<file path="config.mk">
export PLATFORM = sky130hd
export DESIGN_NAME = hand_collector
export DESIGN_NICKNAME = d
export VERILOG_FILES = /design/src/rtl/hand_collector.sv
export SDC_FILE = /design/constraint.sdc
export NUM_CORES = 1
export LEC_CHECK = 0
export BUFFER_PORTS_ARGS = -buffer_cell sky130_fd_sc_hd__buf_2
export CORE_UTILIZATION = 32
export CTS_BUF_LIST = sky130_fd_sc_hd__clkbuf_4 sky130_fd_sc_hd__clkbuf_8
export DETAILED_ROUTE_END_ITERATION = 6
export PLACE_DENSITY = 0.64
export SETUP_SLACK_MARGIN = 0.02
export SKIP_CTS_REPAIR_TIMING = 1
export SYNTH_ARGS = -nofsm -noshare
export SYNTH_HDL_FRONTEND = slang
export SYNTH_SLANG_ARGS = --single-unit
</file>
<file path="constraint.sdc">
create_clock -name clk -period 3.1 [get_ports clk]
set_input_delay 0.465 -clock clk [delete_from_list [all_inputs] [get_ports clk]]
set_output_delay 0.465 -clock clk [all_outputs]
set_load 0.01 [all_outputs]
</file>
<file path="src/rtl/hand_collector.sv">
// rtl/hand_collector.sv - collects five cards into a hand for the rank evaluator
// Optional duplicate-card rejection enabled by defining HAND_COLLECTOR_DUP_CHECK_EN.
module hand_collector #(
  parameter int MAX_RANK = 12
) (
  input  logic       clk,
  input  logic       rst,
  input  logic [5:0] card_in,
  input  logic       card_valid,
  output logic       card_ready,
  input  logic       clear,
  output logic [5:0] hand_out [4:0],
  output logic       hand_valid,
  input  logic       hand_ready,
  output logic [2:0] card_count,
  output logic       err_pulse,
  output logic [1:0] err_code
);

  typedef enum logic {
    COLLECT = 1'b0,
    PRESENT = 1'b1
  } state_t;

  state_t state, state_n;
  logic   take, bad_rank, dup, reject, accept;

  always_comb begin
    state_n    = state;
    card_ready = (state == COLLECT);
    hand_valid = (state == PRESENT);
    // clear drops any offered card without raising an error
    take       = card_valid && card_ready && !clear;
    bad_rank   = (card_in[5:2] > 4'(MAX_RANK));
    dup        = 1'b0;
`ifdef HAND_COLLECTOR_DUP_CHECK_EN
    for (int i = 0; i < 5; i++) begin
      if ((3'(i) < card_count) && (hand_out[i] == card_in)) dup = 1'b1;
    end
`endif
    reject = take && (bad_rank || dup);
    accept = take && !reject;
    case (state)
      COLLECT: if (accept && card_count == 3'd4) state_n = PRESENT;
      PRESENT: if (hand_ready) state_n = COLLECT;
      default: state_n = COLLECT;
    endcase
    if (clear) state_n = COLLECT;
  end

  always_ff @(posedge clk) begin
    if (rst) begin
      state      <= COLLECT;
      card_count <= 3'd0;
      err_pulse  <= 1'b0;
      err_code   <= 2'b00;
      for (int i = 0; i < 5; i++) hand_out[i] <= 6'h00;
    end else if (clear) begin
      state      <= COLLECT;
      card_count <= 3'd0;
      err_pulse  <= 1'b0;
    end else begin
      state     <= state_n;
      err_pulse <= reject;
      // bad rank outranks duplicate when both apply
      if (reject) err_code <= bad_rank ? 2'b01 : 2'b10;
      if (hand_valid && hand_ready) begin
        card_count <= 3'd0;
      end else if (accept) begin
        card_count <= card_count + 3'd1;
        for (int i = 0; i < 5; i++) begin
          if (card_count == 3'(i)) hand_out[i] <= card_in;
        end
      end
    end
  end

endmodule

</file>
# Word-level counts from Yosys, hierarchy flattened
# Cells that the tools add are included.
# classes
muxes	4
eq_ne	4
n_bitwise	3
n_lt_le_gt_ge	1
reduce_logical	17
n_addsub	1
# ops
operator	count
AND reduction 4 bit	5
equality test 3 x 2 -> 1 bit (second input constant)	2
logical AND 1 bit	6
greater-than comparator 4 bit (second input constant)	1
adder 3 x 1 -> 3 bit (second input constant)	1
equality test 3 x 1 -> 1 bit (second input constant)	1
equality test 3 bit (second input constant)	1
logical NOT 3 bit	1
NOT 1 bit	3
OR reduction 3 bit	1
logical NOT 1 bit	2
two-way mux 1 bit	2
two-way mux 2 bit	1
one-hot mux 1 bit (2 select lines)	1
AND reduction 2 bit	1
OR reduction 2 bit	1
# totals
in_bits	11
output_inout_bits	38
word_cells	39
reg_bits	37

# Logic depth before layout (Yosys ltp)
# Gate-level depths: netlist (run 1).
# logic_depth
depth_word	9
ltp_mapped	5
ltp_nobuf	4

# Worst setup path after synthesis (run 1)
# No wires, ideal clock.
# synth_path
path_type	input -> register
startpoint	input port card_in[3]
endpoint	register hand_out[12] in the netlist's numbering
cell_stages	4
arrival_ns	1.280
required_time_ns	3.028
path_buffers	1
path_slack_ns	1.748
setup_time_ns	0.072
path_cell_list	o211ai_4 and3_1 buf_4 mux2i_1
# synth_between
elab_chain_len	5
# synth_rtl
item	line	rtl
from (decl)	8	input logic [5:0] card_in,
greater-than comparator 4 bit	34	bad_rank = (card_in[5:2] > 4'(MAX_RANK));
logical AND 1 bit	41	reject = take && (bad_rank || dup);
logical NOT 1 bit	42	accept = take && !reject;
logical AND 1 bit	42	
AND reduction 4 bit (no line)	-	
to (signal, indexed assignment)	72	if (card_count == 3'(i)) hand_out[i] <= card_in;
to (decl)	12	output logic [5:0] hand_out [4:0],
# No other way between the ends.
# A chain may end at the register's enable or synchronous reset.

# Worst setup path after layout (run 1)
# layout_path
startpoint	register state, in the netlist hand_valid
endpoint	output port card_ready
# layout_between
elab_chain_len	1
# layout_rtl
item	line	rtl
from (decl)	25	state_t state, state_n;
from (signal assigned)	63	state <= state_n;
NOT 1 bit	30	card_ready = (state == COLLECT);
to (decl)	10	output logic card_ready,
# No other way between the ends.

==> results of run 1 <==
-- Yosys cell counts --
| master | count | area (um2) |
|---|---|---|
| nor2_1 | 2 | 7.51 |
| and3b_1 | 1 | 8.76 |
| nand2_1 | 1 | 3.75 |
| buf_4 | 1 | 7.51 |
| a311oi_1 | 1 | 8.76 |
| nor4b_4 | 1 | 23.8 |
| o21ai_0 | 2 | 10.0 |
| nand2b_1 | 37 | 231 |
| inv_1 | 4 | 15.0 |
| and3_1 | 1 | 6.26 |
| nor3b_4 | 1 | 18.8 |
| clkbuf_1 | 4 | 15.0 |
| dfxtp_1 | 37 | 741 |
| mux2i_1 | 30 | 300 |
| nand3_1 | 3 | 15.0 |
| nand3_2 | 2 | 20.0 |
| ha_1 | 5 | 62.6 |
| o211a_1 | 1 | 10.0 |
| a21oi_1 | 6 | 30.0 |
| or3b_2 | 1 | 8.76 |
| o211ai_4 | 1 | 21.3 |
| nand4_4 | 2 | 42.5 |
-- power breakdown --
group	internal, W	total (W)	switching, W	leakage [nW]
logic	0.0000297	0.0000685	0.0000387	0.665
registers	0.000481	0.000486	0.00000456	0.299
clock network	0.000180	0.000360	0.000180	0.0512
-- path summary, 6_finish.rpt --
kind | startpoint | to | slack, ps | depth (start not counted)
setup / recovery | hand_valid | card_ready | 1620 | 2
hold / removal | hand_out[14] | hand_out[14] | 470 | 2
setup reg to reg | card_count[2] | hand_out[14] | 1660 | 3
hold reg to reg | hand_out[14] | hand_out[14] | 470 | 2
-- critical path, stage by stage (launching register included) --
cell,delay (ps)
dfxtp_1,480
inv_1,90
buf_2,150
-- logic make-up after synthesis --
logic type | Yosys count
simple gates | 52
mux | 30
compound gates | 11
fa+ha+maj | 5
flops | 37
buf+inv | 9
-- per-stage QoR --
stage | hold slack (ps) | instances | cell area [um2]
floorplan | 493 | 144 | 1610
global placement | 455 | 254 | 1910
detailed placement | 463 | 254 | 1910
CTS | 478 | 262 | 2010
global route | 496 | 262 | 2010
finish | 475 | 262 | 2010
-- layer usage --
layer  vias to the layer above  routed length (um)
li1                        589                   -
met1                       515                1580
met2                        34                1490
met3                         3                 221
met4                         0                  42
met5                         -                   0
-- final cells by class --
class,instances,area share [%]
multi-input combinational,98,41.4
sequential,37,36.9
timing repair buffer,48,12.0
tap,67,4.18
clock buffer,6,4.12
inverter,4,0.749
clock inverter,2,0.686
-- registers in the layout, summed over array words and instances, names as in the netlist --
name        cells
hand_out       30
err_code        2
card_count      3
err_pulse       1
hand_valid      1
==> flow_summary.yaml, run 1 <==
sta:
  finalHoldViolCount: 0
  fmax_ghz: 0.677
  worst_pin_slew_ps: 511
  setup_tns_ps: 0
  rsz0062_at_grt: "no"
  setup_ws_ps: 1620
  post-route-period-util_pct: 47.6
  finClkSkew_ps: 7.57
  slew_headroom_pct: 65.9
  finalMaxSlewViolations: 0
  period_needed_ps: 1480
  finalSetupViolCount: 0
flow_run:
  maxCapViolCount: 0
synth:
  synthAdderAreaFrac_pct: 3.89
  synthMuxAreaShare_pct: 18.7
  ys_ff_latch: 37
  syn-num-nets: 160
  syn_area_per_cell_um2: 11.2
  ys_types: 22
  synth-simple-area-share_pct: 24.0
  synth_compound_area_share_pct: 4.98
  synth_top_family_by_area: "simple AND/OR/NAND/NOR gates"
  synth_xor_xnor_area_share_pct: 0
  yosys_warnings: 0
  synth_area_mm2: 0.00161
  syn_inst: 144
  ys_seq_area_share_pct: 46.1
finish:
  seq_area_um2: 741
  syn_to_final_growth_pct: 24.7
  fillers: 483
  finalNetCount: 210
  multiInputGateArea_um2: 830
  drive_gt1_share_pct: 32.8
  mostFrequentLayoutCells: "buf_2 (48), nand2b_1 (37), dfxtp_1 (37)"
  final_common_cell: "buf_2"
  diodes: 0
  final_util_pct: 41.9
clock_network:
  root_buffer: "clkbuf_8"
  clk_latency_ps: 300
  clk_path_buf_depth: 2
  cts_sinks: 37
  cts-htree-levels: 2
  clk_transition_reported_paths_ps: 70
  cts_tree: "yes"
  cts_buffers: 5
drt:
  wirelength_mm: 3.33
  dr.pass1.iters: 4
  first_iter_violations: 33
  via_per_inst: 4.35
  drc: 0
  final_antenna_net_count: 0
  wire_per_inst_um: 12.7
  via_count: 1141
power:
  p_per_area_mw_per_mm2: 456
  p_leak_nw: 1.02
  max-vdd-ir-drop_uv: 251
  power.total_w: 0.000914
run_status:
  status: "finished, final reports clean"
place:
  place.gp.congestion: 0.747
  port_buffers: 48
  post-place-ws_ps: 1450
  dp_hpwl_mm: 2.40
global_route:
  use_met1_pct: 18.2
  grt_pass1_wl_mm: 5.34
  busiest_layer: "met2"
  gr-total-overflow: 0
  gr-usage-met3_pct: 5.11
  track_usage_pct: 13.5
  antenna_found_initial: 0
  use_met2_pct: 19.8
  grt_max_degree: 41
  grt_pass1_vias: 1060
floorplanning:
  die_y_um: 72.9
  die_x_um: 72.9
  io_pins: 49
  start_util_pct: 33.6
  dieArea_mm2: 0.00531
  core.rowCount: 25
  fp.coreArea_mm2: 0.00479
worst_setup_path:
  endpoint_kind: "output pin"
  crit_path_max_fanout: 6
  cp-start-kind: "flop"
  worstPathArrival_ps: 1010
  crit_type: "flop to output pin"
  cp.required_ps: 2630
hold_path:
  min_path_type: "flop to flop"
Note: power is estimated with default switching activity, not from simulation.
==> inputs of run 2 (changes only) <==
PLACE_DENSITY = 0.66   (was 0.64)
clock period = 1.3 ns   (was 3.1 ns; I/O delays follow)
==> flow_summary.yaml, run 2 (same netlist as run 1, synthesis figures left out) <==
power:
  p_per_area_mw_per_mm2: 1180
  max-vdd-ir-drop_uv: 560
  power.total_w: 0.00258
  p_leak_nw: 1.10
floorplanning:
  die_x_um: 72.9
  core.rowCount: 25
  start_util_pct: 33.6
  io_pins: 49
  die_y_um: 72.9
  fp.coreArea_mm2: 0.00479
  dieArea_mm2: 0.00531
sta:
  fmax_ghz: 0.807
  rsz0062_at_grt: "yes"
  finalSetupViolCount: 0
  finalMaxSlewViolations: 0
  slew_headroom_pct: 78.3
  setup_tns_ps: 0
  finalHoldViolCount: 0
  period_needed_ps: 1240
  hold_ws_ps: 287
  worst_pin_slew_ps: 325
  finClkSkew_ps: 6.71
  post-route-period-util_pct: 95.3
worst_setup_path:
  reg2reg_to: "hand_out[1]"
  r2r.worst_path.cells: 4
  crit_type: "flop to flop"
  endpoint_kind: "flop"
  reg2reg_from: "card_count[2]"
  cp-start-kind: "flop"
  crit_path_max_fanout: 6
  cp.required_ps: 1470
  crit_chain: "nor4b_4, buf_4, nand3_4, mux2i_1"
  critPathMaxStageDelay_ps: 340
  crit_slowest_cell: "dfxtp_2"
  worstPathArrival_ps: 1410
  path_buf_inv: 1
  r2r_setup_slack_ps: 60
  crit_family: "simple AND/OR/NAND/NOR gates"
drt:
  final_antenna_net_count: 0
  wirelength_mm: 3.57
  wire_per_inst_um: 13.0
  via_count: 1225
  via_per_inst: 4.45
  first_iter_violations: 36
  dr.pass1.iters: 4
  drc: 0
global_route:
  grt_pass1_wl_mm: 5.81
  use_met2_pct: 22.6
  antenna_found_initial: 0
  use_met1_pct: 18.4
  grt_pass1_vias: 1243
  busiest_layer: "met2"
  grt_max_degree: 25
  gr-usage-met3_pct: 6.08
  track_usage_pct: 14.8
  gr-total-overflow: 0
place:
  dp_hpwl_mm: 2.57
  dpl_cell_area_mm2: 0.00200
  port_buffers: 48
  place.gp.congestion: 0.747
hold_path:
  hold_end: "hand_out[6]"
  min_path_type: "input port to flop"
  hp-start: "card_in[0]"
  hold_depth: 3
flow_run:
  maxCapViolCount: 0
clock_network:
  cts-htree-levels: 2
  cts_sinks: 37
  clk_path_buf_depth: 2
  cts_tree: "yes"
  cts_buffers: 5
  clk_latency_ps: 290
  root_buffer: "clkbuf_8"
  clk_transition_reported_paths_ps: 80
finish:
  largest_reg_flops: 30
  top_register: "hand_out"
  final_common_cell: "buf_2"
  drive_gt1_share_pct: 39.4
  mostFrequentLayoutCells: "buf_2 (48), nand2b_1 (37), dfxtp_1 (34)"
  design_area_mm2: 0.00218
  finalNetCount: 223
  final_util_pct: 45.5
  diodes: 0
  syn_to_final_growth_pct: 35.6
  top_regs: "hand_out x30, card_count x3, err_code x2"
run_status:
  status: "finished, final reports clean"
## run 2: metal layers
layer,vias up,share of wire (%),wire length [um]
met2,33,44,1560
li1,621,-,-
met4,0,1.5,53
met5,-,0,0
met1,564,48,1700
met3,7,7.2,255
## run 2: per-stage QoR
stage               worst slack (ps)  cells
global route                   -9.01    275
floorplan                       52.2    144
finish                          61.5    275
detailed placement             -42.1    264
global placement               -7.87    264
CTS                            -68.8    272
## run 2: layout make-up
cell class / instances / area [um2]
clock buffers: 5 / 68.8
clock inverters: 3 / 68.8
fillers: 450 / 2610
inverters: 4 / 15.0
multi-input cells: 98 / 848
flip-flops and latches: 37 / 744
well taps: 67 / 83.8
repair buffers: 61 / 350
## run 2: power breakdown
part           switching (W)  internal, W  total [W]
sequential        0.00000877      0.00115    0.00116
combinational       0.000108     0.000101   0.000209
clock               0.000440     0.000773    0.00121
## run 2: worst min-delay path, stage by stage
cell and delay [ps]:
buf_2 70, nand2b_1 120, mux2i_1 150
## run 2: worst max-delay path by stage
| stage | startpoint | end | slack (ps) | depth (start not counted) |
|---|---|---|---|---|
| 4_1_cts | hand_valid | hand_out[1] | -70 | 4 |
| 6_report | card_count[2] | hand_out[1] | 60 | 4 |
| 3_3_place_gp | clear | hand_out[2] | -8 | 5 |
| 5_1_grt | card_count[2] | hand_out[2] | -9 | 4 |
| 3_5_place_dp | clear | hand_out[6] | -40 | 5 |
| 2_1_floorplan | card_count[2] | hand_out[12] | 50 | 4 |
